**src/rtl/bus_ep_pkg.sv**
```systemverilog
// Shared constants and helpers for the bus FIFO endpoint.
// Packet IDs live in the top byte of each packet.
package bus_ep_pkg;

  localparam int ID_W = 8;
  localparam logic [ID_W-1:0] BROADCAST_ID = 8'hFF;
  localparam int PKT_MAX = 256;

  // Pull the destination ID out of a zero-extended packet of sz bits.
  function automatic logic [ID_W-1:0] get_dest(
    input logic [PKT_MAX-1:0] pkt,
    input int                 sz
  );
    return pkt[sz-1 -: ID_W];
  endfunction

  // True when a destination ID addresses this endpoint or everyone.
  function automatic logic id_hit(
    input logic [ID_W-1:0] dest,
    input logic [ID_W-1:0] mine
  );
    return (dest == mine) || (dest == BROADCAST_ID);
  endfunction

endpackage

```
**src/rtl/ep_fifo.sv**
```systemverilog
// Synchronous FIFO with wrap-bit pointers.
// A write is taken when full only if a read happens in the same cycle.
module ep_fifo #(
  parameter int width = 16,
  parameter int depth = 8
) (
  input  logic             clk,
  input  logic             rst_n,
  input  logic             push,
  input  logic             pop,
  input  logic [width-1:0] din,
  output logic             full,
  output logic             empty,
  output logic [width-1:0] dout
);

  localparam int AW = $clog2(depth);

  logic [AW:0]      wr_q, wr_d;
  logic [AW:0]      rd_q, rd_d;
  logic [width-1:0] mem_q [depth];
  logic             wr_en, rd_en;

  assign empty = (wr_q == rd_q);
  assign full  = (wr_q[AW] != rd_q[AW]) &&
                 (wr_q[AW-1:0] == rd_q[AW-1:0]);
  assign dout  = mem_q[rd_q[AW-1:0]];

  assign rd_en = pop && !empty;
  assign wr_en = push && (!full || rd_en);

  // Next pointer values.
  always_comb begin
    wr_d = wr_q;
    rd_d = rd_q;
    if (wr_en) wr_d = wr_q + {{AW{1'b0}}, 1'b1};
    if (rd_en) rd_d = rd_q + {{AW{1'b0}}, 1'b1};
  end

  // Pointer registers; storage keeps stale data across reset.
  always_ff @(posedge clk) begin
    if (!rst_n) begin
      wr_q <= '0;
      rd_q <= '0;
    end else begin
      wr_q <= wr_d;
      rd_q <= rd_d;
    end
  end

  // Storage write port.
  always_ff @(posedge clk) begin
    if (wr_en) mem_q[wr_q[AW-1:0]] <= din;
  end

endmodule

```
**src/rtl/bus_fifo_endpoint.sv**
```systemverilog
// Bus endpoint: TX FIFO toward the bus, ID-filtered RX FIFO from it.
// Define BUS_EP_STATS_EN to build the saturating drop counter.
module bus_fifo_endpoint
  import bus_ep_pkg::*;
#(
  parameter int              pckg_sz = 16,
  parameter int              depth   = 8,
  parameter logic [ID_W-1:0] MY_ID   = 8'd0
) (
  input  logic               clk,
  input  logic               reset,
  output logic               pndng,
  output logic [pckg_sz-1:0] D_pop,
  input  logic               pop,
  input  logic               push,
  input  logic [pckg_sz-1:0] D_push,
  input  logic               tx_valid,
  output logic               tx_ready,
  input  logic [pckg_sz-1:0] tx_data,
  output logic               rx_valid,
  input  logic               rx_ready,
  output logic [pckg_sz-1:0] rx_data,
  output logic [15:0]        drop_cnt
);

  logic               tx_full, tx_empty, tx_wr, tx_rd;
  logic               rx_full, rx_empty, rx_wr, rx_rd;
  logic               hit, drop;
  logic [PKT_MAX-1:0] push_ext;

  assign tx_ready = !tx_full;
  assign pndng    = !tx_empty;
  assign tx_wr    = tx_valid && !tx_full;
  assign tx_rd    = pop && !tx_empty;

  assign rx_valid = !rx_empty;
  assign rx_rd    = rx_valid && rx_ready;

  // Zero-extend the bus packet so the ID helper sees a fixed width.
  always_comb begin
    push_ext                = '0;
    push_ext[pckg_sz-1:0]   = D_push;
  end

  assign hit   = id_hit(get_dest(push_ext, pckg_sz), MY_ID);
  assign rx_wr = push && hit && (!rx_full || rx_rd);
  assign drop  = push && !rx_wr;

  ep_fifo #(
    .width (pckg_sz),
    .depth (depth)
  ) u_tx (
    .clk   (clk),
    .rst_n (reset),
    .push  (tx_wr),
    .pop   (tx_rd),
    .din   (tx_data),
    .full  (tx_full),
    .empty (tx_empty),
    .dout  (D_pop)
  );

  ep_fifo #(
    .width (pckg_sz),
    .depth (depth)
  ) u_rx (
    .clk   (clk),
    .rst_n (reset),
    .push  (rx_wr),
    .pop   (rx_rd),
    .din   (D_push),
    .full  (rx_full),
    .empty (rx_empty),
    .dout  (rx_data)
  );

`ifdef BUS_EP_STATS_EN
  logic [15:0] drop_cnt_q, drop_cnt_d;

  // Saturating count of filtered or overflowed bus packets.
  always_comb begin
    drop_cnt_d = drop_cnt_q;
    if (drop && (drop_cnt_q != 16'hFFFF))
      drop_cnt_d = drop_cnt_q + 16'd1;
  end

  // Drop counter register.
  always_ff @(posedge clk) begin
    if (!reset) drop_cnt_q <= '0;
    else        drop_cnt_q <= drop_cnt_d;
  end

  assign drop_cnt = drop_cnt_q;
`else
  logic unused_drop;
  assign unused_drop = drop;
  assign drop_cnt    = '0;
`endif

endmodule
```
**config.mk**
```make
export PLATFORM = sky130hd
export DESIGN_NAME = bus_fifo_endpoint
export DESIGN_NICKNAME = d
export VERILOG_FILES = /design/src/rtl/bus_ep_pkg.sv /design/src/rtl/ep_fifo.sv /design/src/rtl/bus_fifo_endpoint.sv
export SDC_FILE = /design/constraint.sdc
export NUM_CORES = 1
export LEC_CHECK = 0
export ABC_AREA = 1
export CORE_ASPECT_RATIO = 1.5
export CORE_MARGIN = 4
export CORE_UTILIZATION = 45
export CTS_BUF_LIST = sky130_fd_sc_hd__clkbuf_4 sky130_fd_sc_hd__clkbuf_8 sky130_fd_sc_hd__clkbuf_16
export CTS_CLUSTER_DIAMETER = 150
export DETAILED_ROUTE_END_ITERATION = 12
export GPL_TIMING_DRIVEN = 0
export PLACE_DENSITY = 0.65
export SETUP_SLACK_MARGIN = 0.2
export SLEW_MARGIN = 20
export SYNTH_ARGS = -nofsm -noshare
export SYNTH_HDL_FRONTEND = slang
export SYNTH_HIERARCHICAL = 1
export SYNTH_SLANG_ARGS = --single-unit
```
**constraint.sdc**
```tcl
create_clock -name clk -period 6.3 [get_ports clk]
set_input_delay 1.26 -clock clk [delete_from_list [all_inputs] [get_ports clk]]
set_output_delay 1.26 -clock clk [all_outputs]
set_load 0.02 [all_outputs]
```
==> metrics.md, run 1 <==
| Metric | Value |
|---|---|
| Pre-CTS setup slack | `2.31 ns` |
| Worst hold start | `u_rx/rd_q[3]$_SDFFE_PN0P_` |
| Count of clock tree sinks | `278` |
| Total chip power | `4120 uW` |
| Worst-case clock buffer depth | `3` |
| Worst Hold Endpoint | `u_rx/rd_q[3]$_SDFFE_PN0P_` |
| Slew margin rel. | `48.8%` |
| Endpoint of the worst register-to-register path | `u_tx/mem_q[4][1]$_DFFE_PP_` |
| Crit path kind | `reg -> out` |
| Row count | `71` |
| Clock tree root buffer cell | `clkbuf_16` |
| Unrepaired setup endpoints after global routing | `no` |
| Placed wire-length estimate | `17800 um` |
| Post-Synthesis Cells | `979` |
| Postcts setup bufs | `0` |
| Critical path's largest stage delay | `0.68 ns` |
| Worst-case clock skew | `0.0125 ns` |
| Clock H-tree levels | `1` |
| Hold violation count in the final report | `0` |
| Class of the most critical hold timing path | `reg -> reg` |
| P_sw | `885 uW` |
| Worst setup SP type | `register` |
| Proportion of power drawn by flip-flops and latches | `49.8%` |
| Result of the run | `finished, final reports clean` |
| Area of the mapped netlist | `11400 sq um` |
| Number of flip-flops and latches in the synthesized netlist | `278` |
| Required time at the worst-slack endpoint | `5.04 ns` |
| Inserted Diodes | `0` |
| Final setup viols | `0` |
| Number of max-cap violations | `0` |
| Post-CTS Resized | `0` |
| Pin slew with the least headroom to its limit | `0.767 ns` |
| Nets@finish | `1149` |
| First DRT Iteration DRCs | `578` |
| Worst reg2reg path depth | `11` |
| Final wirelength | `25900 um` |
| WL per Instance | `17.8 um` |
| FF+latch area | `8130 sq um` |
| Startpoint of the most critical register-to-register path | `u_tx/wr_q[1]$_SDFFE_PN0P_` |
| Power share of the combinational group | `8.8%` |
| Vias after detailed routing | `7488` |
| Fill cell count | `2134` |
| Pwr dens | `300 nW/um^2` |
| Flop-to-flop setup slack | `3.49 ns` |
| Wire length of the first global-routing pass | `39200 um` |
| Effective utilization at floorplan | `45.5%` |
| Sequence of cells on the critical path | `buf_2 -> inv_2 -> clkbuf_1 -> o21ai_0 -> a31oi_1 -> clkdlybuf4s50_1` |
| Port Buffer Count | `72` |
| Footprint of the multi-input gates | `2870 sq um` |
| Clock latency on the worst-skew pair | `0.52 ns` |
| CTS Hold Bufs | `0` |
| Hold path cells | `2` |
| Dominant delay contributor by cell family on the critical path | `buffers and inverters` |
| Count of boundary I/O pins | `89` |
| First-pass DRT Iterations | `5` |
| Sequential fraction of the synthesis area | `71.4%` |
| Die Outline Area | `28000 sq um` |
| Share of Yosys cell area claimed by the top area cell type | `67.5%` |
| Syn. warnings | `6` |
| Max Fclk | `241 MHz` |
| Cell at the slowest stage of the critical path | `clkdlybuf4s50_1` |
| Leading cell types by total area after synthesis | `edfxtp_1, nor2_1, o21ai_0, nand2_1, dfxtp_1` |
| Number of nets with antenna violations after detailed routing | `0` |
| Die span in x | `138 um` |
| Internal power contribution | `3230 uW` |
| Overall Global Routing Usage | `18.4%` |
| Endpoint kind of the worst setup timing path | `primary output` |
| Via density per instance | `5.15` |
| Post-Place Cells | `1408` |
| Post-route setup slack | `2.15 ns` |
| Number of DRC violations after detailed routing | `0` |
| Min cycle time layout | `4.15 ns` |
| Area overhead of the layout relative to synthesis | `20.7%` |
| Final GP Congestion | `0.807` |
| Reg clk slew, reported paths | `0.07 ns` |
| Share of total power in the clock network | `41.4%` |
| Leakage power figure | `0.00490 uW` |
| Largest net degree at the start of global routing | `18` |
| Vias in the first global route | `7262` |
| Utilization of the core after routing | `54.8%` |
| Top fanout value on the critical path | `10` |
| Unique masters post-synth | `26` |
| Fraction of final layout cells with drive strength greater than 1 | `11.7%` |
| Cell type with the highest aggregate area in the netlist | `edfxtp_1` |
| Sum Neg Setup Slack | `0 ns` |
| Remaining Overflow, GRT | `0` |
| Core area | `25100 sq um` |
| CTS tree | `done` |
| Critical path buffer and inverter count | `4` |
| Avg Synthesized Cell Area | `11.6 sq um` |
| Height of the die | `203 um` |
| Maximum resistive drop on vdd | `0.291 mV` |
| Share of the clock period used by the worst path | `65.9%` |
| Pins over their slew limit | `0` |
| Switching portion of total power | `21.5%` |
| Number of standard cells in the final layout excluding fillers | `1454` |
| Arrival @ worst endpoint | `2.89 ns` |
| Number of buffers created by CTS | `25` |
| Number of antenna violations at the first check in global routing | `0` |
[through the flow]
step,area (sq um),hold WS (ns)
after floorplan,11400,0.495
after global placement,12600,0.519
after detailed placement,12800,0.522
after CTS,13700,0.533
after global routing,13700,0.557
final,13700,0.531
[layer usage]
metal,wire length [um],global-route usage [%]
met5,0,0
met4,882,6.96
met3,1330,2.45
met2,14200,34.5
met1,9560,20.9
[worst max-delay path by stage]
stage,from,slack (ns),depth (start not counted),to
finish,register,2.15,6,rx_data[0]
floorplan,rx_ready,3.25,6,u_rx/mem_q[0][0]$_DFFE_PP_
global route,register,2.07,6,rx_data[14]
global placement,D_push[9],1.68,7,u_rx/mem_q[4][7]$_DFFE_PP_
CTS,register,2.20,6,rx_data[0]
detailed placement,D_push[9],2.31,9,u_rx/mem_q[7][6]$_DFFE_PP_
[cell type report]
class,instances,share of cell area (%)
multi-input cells,614,20.9
plain buffers,58,2.26
flip-flops and latches,278,59.2
inverters,44,1.20
repair buffers,86,6.61
well taps,328,2.99
clock inverters,20,2.27
clock buffers,26,4.61
[registers in the layout, indices dropped and copies added, names as in the netlist, named ones only]
signal,count
u_rx/mem_q,128
u_tx/mem_q,128
u_rx/rd_q,4
u_rx/wr_q,4
u_tx/rd_q,4
u_tx/wr_q,4
[cells in the mapped netlist, drive strengths merged]
library cell and n:
buf 34, xor2 4, xnor2 6, a31oi 32, nand4 2, conb 1
nor2 205, nand2 149, edfxtp 256, nand3 18, inv 44, ha 4
clkbuf 24, a21oi 45, o21ai 133, dfxtp 22
[kinds of logic (layout without fill, tap and decap cells)]
kind of cell	Yosys count	count (layout)	synth area share [%]
flops	278	278	71.4
simple gates	374	374	13.5
other cells	1	16	0.0329
buf+inv	102	234	4.18
xor+xnor	10	10	0.901
compound gates	210	210	9.62
fa+ha+maj	4	4	0.440
[power groups by stage]
| stage | combinational (uW) | clock [uW] | sequential, uW |
|---|---|---|---|
| finish | 364 | 1710 | 2050 |
| global route | 399 | 1820 | 2050 |
| CTS | 366 | 1740 | 2050 |
| detailed placement | 365 | 0 | 2090 |
| global placement | 355 | 0 | 2090 |
| floorplan | 199 | 0 | 2090 |
[cell usage in the layout (no fill, tap or decap), types with 6 or more instances in the layout]
cell / instances
inv_1: 38
inv_2: 6
bufinv_16: 8
nor2_2: 16
buf_8: 8
a21oi_1: 44
a31oi_1: 32
buf_6: 6
o21ai_0: 123
nand2_2: 6
edfxtp_1: 256
clkbuf_16: 25
clkdlybuf4s50_1: 72
nand3_1: 14
conb_1: 16
dfxtp_1: 22
nor2_1: 187
o21ai_1: 10
buf_2: 14
nand2_1: 141
clkbuf_1: 24
buf_4: 20
[worst min-delay path, stage by stage, from the launching register on]
cell and delay, ns:
dfxtp_1 0.36, nand2_1 0.08, a21oi_1 0.05
(Power assumes the default switching activity.)
==> inputs of run 2 (changes only) <==
- clock period: 6.3 -> 3.86 ns (I/O delays scaled with it)
==> run 2 against run 1 <==
Against the previous run:
- register-to-register slack got worse by 2.4 ns
- highest routed layer unchanged
- worst hold slack about the same
- die area unchanged
- largest cell class unchanged
- non-clock buffer count unchanged
- via count decreased by 0.39%
- final cell count unchanged
- critical path type unchanged
==> metrics.md, run 2 (synthesis results as in run 1) <==
| Metric | Value |
|---|---|
| Result of the run | `finished, final reports clean` |
| Clock H-tree levels | `1` |
| Total chip power | `6720 uW` |
| Critical Path Sink | `rx_data[2]` |
| Endpoint of the worst register-to-register path | `u_tx/mem_q[4][1]$_DFFE_PP_` |
| Count of clock tree sinks | `278` |
| Required time at the worst-slack endpoint | `3.09 ns` |
| Pwr dens | `489 nW/um^2` |
| Area overhead of the layout relative to synthesis | `20.7%` |
| Sequence of cells on the critical path | `buf_2 -> inv_2 -> clkbuf_1 -> o21ai_0 -> a31oi_1 -> clkdlybuf4s50_1` |
| Worst setup SP type | `register` |
| Slew margin rel. | `49.4%` |
| Endpoint kind of the worst setup timing path | `primary output` |
| Overall Global Routing Usage | `18.4%` |
| Nets@finish | `1149` |
| Share of the clock period used by the worst path | `91.2%` |
| Hold violation count in the final report | `0` |
| Number of max-cap violations | `0` |
| Arrival @ worst endpoint | `2.75 ns` |
| Fill cell count | `2133` |
| Flop-to-flop setup slack | `1.05 ns` |
| Via density per instance | `5.13` |
| Height of the die | `203 um` |
| Vias after detailed routing | `7459` |
| Count of boundary I/O pins | `89` |
| Leakage power figure | `0.00491 uW` |
| Final setup viols | `0` |
| FF+latch area | `8130 sq um` |
| Vias in the first global route | `7262` |
| Die span in x | `138 um` |
| Max Fclk | `284 MHz` |
| Final GP Congestion | `0.807` |
| Footprint of the multi-input gates | `2870 sq um` |
| Number of antenna violations at the first check in global routing | `0` |
| Final wirelength | `25900 um` |
| Number of buffers created by CTS | `25` |
| Number of DRC violations after detailed routing | `0` |
| Crit path kind | `reg -> out` |
| Row count | `71` |
| CTS tree | `done` |
| Reg clk slew, reported paths | `0.07 ns` |
| Core area | `25100 sq um` |
| Class of the most critical hold timing path | `reg -> reg` |
| WL per Instance | `17.8 um` |
| Clock tree root buffer cell | `clkbuf_16` |
| Startpoint of the most critical register-to-register path | `u_tx/wr_q[1]$_SDFFE_PN0P_` |
| Pin slew with the least headroom to its limit | `0.759 ns` |
| Most frequent standard cell in the layout excluding fill and tap cells | `edfxtp_1` |
| Cell at the slowest stage of the critical path | `clkdlybuf4s50_1` |
| Hold slack final | `0.531 ns` |
| Post-route setup slack | `0.340 ns` |
| First-pass DRT Iterations | `5` |
| Maximum resistive drop on vdd | `0.475 mV` |
| Effective utilization at floorplan | `45.5%` |
| Pre-CTS setup slack | `0.357 ns` |
| Largest net degree at the start of global routing | `18` |
| Worst reg2reg path depth | `11` |
| Postcts setup bufs | `0` |
| Worst-case clock buffer depth | `3` |
| Port Buffer Count | `72` |
| Fraction of final layout cells with drive strength greater than 1 | `12.0%` |
| Worst-case clock skew | `0.0129 ns` |
| Number of nets with antenna violations after detailed routing | `0` |
| Die Outline Area | `28000 sq um` |
| First DRT Iteration DRCs | `584` |
| Most frequent cells in the layout | `edfxtp_1, nor2_1, nand2_1` |
| Remaining Overflow, GRT | `0` |
| Post-Place Cells | `1408` |
| Min cycle time layout | `3.52 ns` |
| Unrepaired setup endpoints after global routing | `no` |
| Number of standard cells in the final layout excluding fillers | `1454` |
| Clock latency on the worst-skew pair | `0.53 ns` |
| Top fanout value on the critical path | `10` |
| Inserted Diodes | `0` |
| Placed wire-length estimate | `17800 um` |
| Critical path's largest stage delay | `0.66 ns` |
| Pins over their slew limit | `0` |
| Wire length of the first global-routing pass | `39200 um` |
==> run 2: cell counts in the layout (fill, tap and decap cells not counted) <==
No cell type changed its count.
==> run 2: area by class of cell <==
type / count / share of cell area [%]
clock buffers: 26 / 4.61
flip-flops and latches: 278 / 59.1
inverters: 44 / 1.20
well taps: 328 / 2.99
clock inverters: 20 / 2.27
multi-input cells: 614 / 20.9
plain buffers: 58 / 2.28
repair buffers: 86 / 6.61
==> run 2: worst min-delay path by stage <==
| stage | startpoint | to | cells past startpoint |
|---|---|---|---|
| after floorplan | u_rx/rd_q[3]$_SDFFE_PN0P_ | u_rx/rd_q[3]$_SDFFE_PN0P_ | 2 |
| after global placement | u_rx/rd_q[3]$_SDFFE_PN0P_ | u_rx/rd_q[3]$_SDFFE_PN0P_ | 2 |
| after detailed placement | u_rx/rd_q[3]$_SDFFE_PN0P_ | u_rx/rd_q[3]$_SDFFE_PN0P_ | 2 |
| after CTS | u_rx/rd_q[3]$_SDFFE_PN0P_ | u_rx/rd_q[3]$_SDFFE_PN0P_ | 2 |
| after global routing | u_rx/rd_q[3]$_SDFFE_PN0P_ | u_rx/rd_q[3]$_SDFFE_PN0P_ | 2 |
| final | u_rx/rd_q[3]$_SDFFE_PN0P_ | u_rx/rd_q[3]$_SDFFE_PN0P_ | 2 |
==> run 2: worst max-delay path, delay by kind of cell (launching register included) <==
family	cells	cell delay, ns
AO/OA/AOI/OAI	2	0.47
flip-flops	1	0.31
buffers and inverters	4	1.44
==> run 2: stage by stage <==
step	util (%)	setup TNS (ns)	area (sq um)
floorplan	-	0	11400
global placement	50.2	-18.67	12600
detailed placement	51.1	0	12800
CTS	54.8	0	13700
global route	54.9	0	13700
finish	54.9	0	13700
==> run 2: repair_timing <==
action / 4_1_cts / 5_1_grt
hold buffers: 0 / 0
setup endpoints to repair: 0 / 5
gates resized for setup: 0 / 6
==> run 2: layer usage <==
metal | part of all wire, % | vias to the layer above | track usage (%)
li1 | - | 3640 | -
met3 | 5.3 | 69 | 2.45
met5 | 0 | - | 0
met4 | 3.4 | 0 | 6.96
met1 | 36 | 3531 | 20.9
met2 | 55 | 219 | 34.5
==> run 2: where the power goes <==
| part | switching [uW] | internal, uW |
|---|---|---|
| Sequential | 18.7 | 3330 |
| Combinational | 373 | 220 |
| Clock | 1050 | 1730 |
==> inputs of run 3 (changes only) <==
- CORE_MARGIN: 4 -> 5
==> run 3 against run 2 <==
Against the previous run:
- critical path depth unchanged
- largest cell class unchanged
- highest routed layer unchanged
- largest power group unchanged
- core utilization about the same
- fmax down 0.27%
- die area up 2.5%
==> metrics.md, run 3 (synthesis results as in run 1) <==
| Metric | Value |
|---|---|
| Port Buffer Count | `72` |
| Count of boundary I/O pins | `89` |
| Post-detailed-placement cell area | `12800 sq um` |
| Pre-CTS setup slack | `0.337 ns` |
| CTS Hold Bufs | `0` |
| Worst setup SP type | `register` |
| Unrepaired setup endpoints after global routing | `no` |
| Hold slack final | `0.530 ns` |
| Vias in the first global route | `7312` |
| Fill cell count | `2105` |
| Share of the clock period used by the worst path | `91.4%` |
| Min cycle time layout | `3.53 ns` |
| Met2 WL post-DR | `14300 um` |
| Remaining Overflow, GRT | `0` |
| Clock latency on the worst-skew pair | `0.53 ns` |
| Final GP Congestion | `0.804` |
| Critical path buffer and inverter count | `4` |
| Clock H-tree levels | `1` |
| Row count | `71` |
| Highest routed layer | `met4` |
| Startpoint of the most critical register-to-register path | `u_rx/wr_q[2]$_SDFFE_PN0P_` |
| Postcts setup bufs | `0` |
| Via density per instance | `5.08` |
| Overall Global Routing Usage | `18.0%` |
| Most frequent cells in the layout | `edfxtp_1, nor2_1, nand2_1` |
| Hold violation count in the final report | `0` |
| Pin slew with the least headroom to its limit | `0.774 ns` |
| Count of clock tree sinks | `278` |
| Cell at the slowest stage of the critical path | `clkdlybuf4s50_1` |
| Share of total power in the clock network | `41.6%` |
| Most frequent standard cell in the layout excluding fill and tap cells | `edfxtp_1` |
| Number of nets with antenna violations after detailed routing | `0` |
| WL per Instance | `18.0 um` |
| Number of antenna violations at the first check in global routing | `0` |
| Core area | `25100 sq um` |
| Footprint of the multi-input gates | `2870 sq um` |
| Worst-case clock skew | `0.0244 ns` |
| Endpoint kind of the worst setup timing path | `primary output` |
| Die span in x | `140 um` |
| Arrival @ worst endpoint | `2.76 ns` |
| Switching portion of total power | `21.1%` |
| Placed wire-length estimate | `17700 um` |
| Maximum resistive drop on vdd | `0.417 mV` |
| Leakage power figure | `0.00492 uW` |
| Required time at the worst-slack endpoint | `3.09 ns` |
| FF+latch area | `8130 sq um` |
| P_sw | `1430 uW` |
| Vias after detailed routing | `7386` |
| Crit path kind | `reg -> out` |
| Number of DRC violations after detailed routing | `0` |
| Worst-case clock buffer depth | `3` |
| Power share of the combinational group | `8.8%` |
| Inserted Diodes | `0` |
| Proportion of power drawn by flip-flops and latches | `49.6%` |
| Sequence of cells on the critical path | `buf_2 -> inv_2 -> clkbuf_1 -> o21ai_0 -> a31oi_1 -> clkdlybuf4s50_1` |
| Number of max-cap violations | `0` |
| Final setup viols | `0` |
| Area overhead of the layout relative to synthesis | `20.8%` |
| Pins over their slew limit | `0` |
| Wire length of the first global-routing pass | `40100 um` |
| Result of the run | `finished, final reports clean` |
| WL met1 | `9590 um` |
| First-pass DRT Iterations | `5` |
| Largest net degree at the start of global routing | `17` |
| WL met3 | `1420 um` |
| Slew margin rel. | `48.3%` |
| Class of the most critical hold timing path | `reg -> reg` |
| Top fanout value on the critical path | `10` |
| Dominant delay contributor by cell family on the critical path | `buffers and inverters` |
| Effective utilization at floorplan | `45.5%` |
| Clock tree root buffer cell | `clkbuf_16` |
| Nets@finish | `1149` |
| Worst hold start | `u_tx/rd_q[3]$_SDFFE_PN0P_` |
| Final wirelength | `26100 um` |
| Total chip power | `6750 uW` |
| CTS tree | `done` |
| Max Fclk | `283 MHz` |
| Critical path's largest stage delay | `0.67 ns` |
| Final design area excluding fillers | `13800 sq um` |
| Height of the die | `205 um` |
| Die Outline Area | `28600 sq um` |
| First DRT Iteration DRCs | `431` |
| Number of buffers created by CTS | `25` |
| Fraction of final layout cells with drive strength greater than 1 | `11.9%` |
| Pwr dens | `491 nW/um^2` |
| Post-route setup slack | `0.331 ns` |
| Utilization of the core after routing | `54.9%` |
| Internal power contribution | `5320 uW` |
| Reg clk slew, reported paths | `0.06 ns` |
==> run 3: cell types whose count changed in the layout (fill, tap and decap cells not counted), sizes merged <==
cell      change
clkbuf        +5
clkinvlp      -3
clkinv        -3
==> run 3: final cells by class <==
| type | count | share of cell area [%] |
|---|---|---|
| clock buffer | 31 | 4.92 |
| clock inverter | 14 | 1.96 |
| sequential | 278 | 59.1 |
| tap | 328 | 2.98 |
| timing repair buffer | 86 | 6.63 |
| inverter | 44 | 1.20 |
| buffer | 58 | 2.29 |
| multi-input combinational | 614 | 20.9 |
==> run 3: per-stage QoR <==
stage,cells,TNS (ns)
3_3_place_gp,1394,-18.32
4_1_cts,1453,0
6_report,1453,0
2_1_floorplan,994,0
3_5_place_dp,1408,0
5_1_grt,1453,0
==> run 3: power by group through the flow <==
stage / Clock [uW] / Combinational [uW] / Sequential (uW)
after floorplan: 0 / 325 / 3410
after global placement: 0 / 578 / 3410
after detailed placement: 0 / 597 / 3410
after CTS: 2860 / 600 / 3340
after global routing: 2980 / 649 / 3350
final: 2810 / 594 / 3340
==> run 3: worst paths after layout <==
| kind | to | slack [ns] | cells past startpoint |
|---|---|---|---|
| min | u_tx/rd_q[3]$_SDFFE_PN0P_ | 0.53 | 2 |
| max reg2reg | u_rx/mem_q[7][12]$_DFFE_PP_ | 1.09 | 10 |
| max | rx_data[1] | 0.33 | 6 |
| min reg2reg | u_tx/rd_q[3]$_SDFFE_PN0P_ | 0.53 | 2 |
==> run 3: what timing repair did <==
action | 4_1_cts | 5_1_grt
endpoints found under the setup margin | 0 | 8
hold endpoints to repair | 0 | 0
resized for setup | 0 | 8
==> run 3: per-layer routing <==
metal / vias up / global-route usage (%)
met4: 0 / 6.34
met3: 57 / 2.55
met1: 3471 / 20.3
met5: - / 0
met2: 217 / 34.4
li1: 3641 / -
==> run 3: worst reg2reg max path, stage by stage (launching register included) <==
cell and delay [ns]:
dfxtp_1 0.47, xnor2_2 0.17, nand3_2 0.15, inv_1 0.08
o21ai_0 0.18, nand2_1 0.11, a21oi_2 0.29, nand2_1 0.09
nor2_1 0.20, nand2_1 0.11, inv_1 0.54
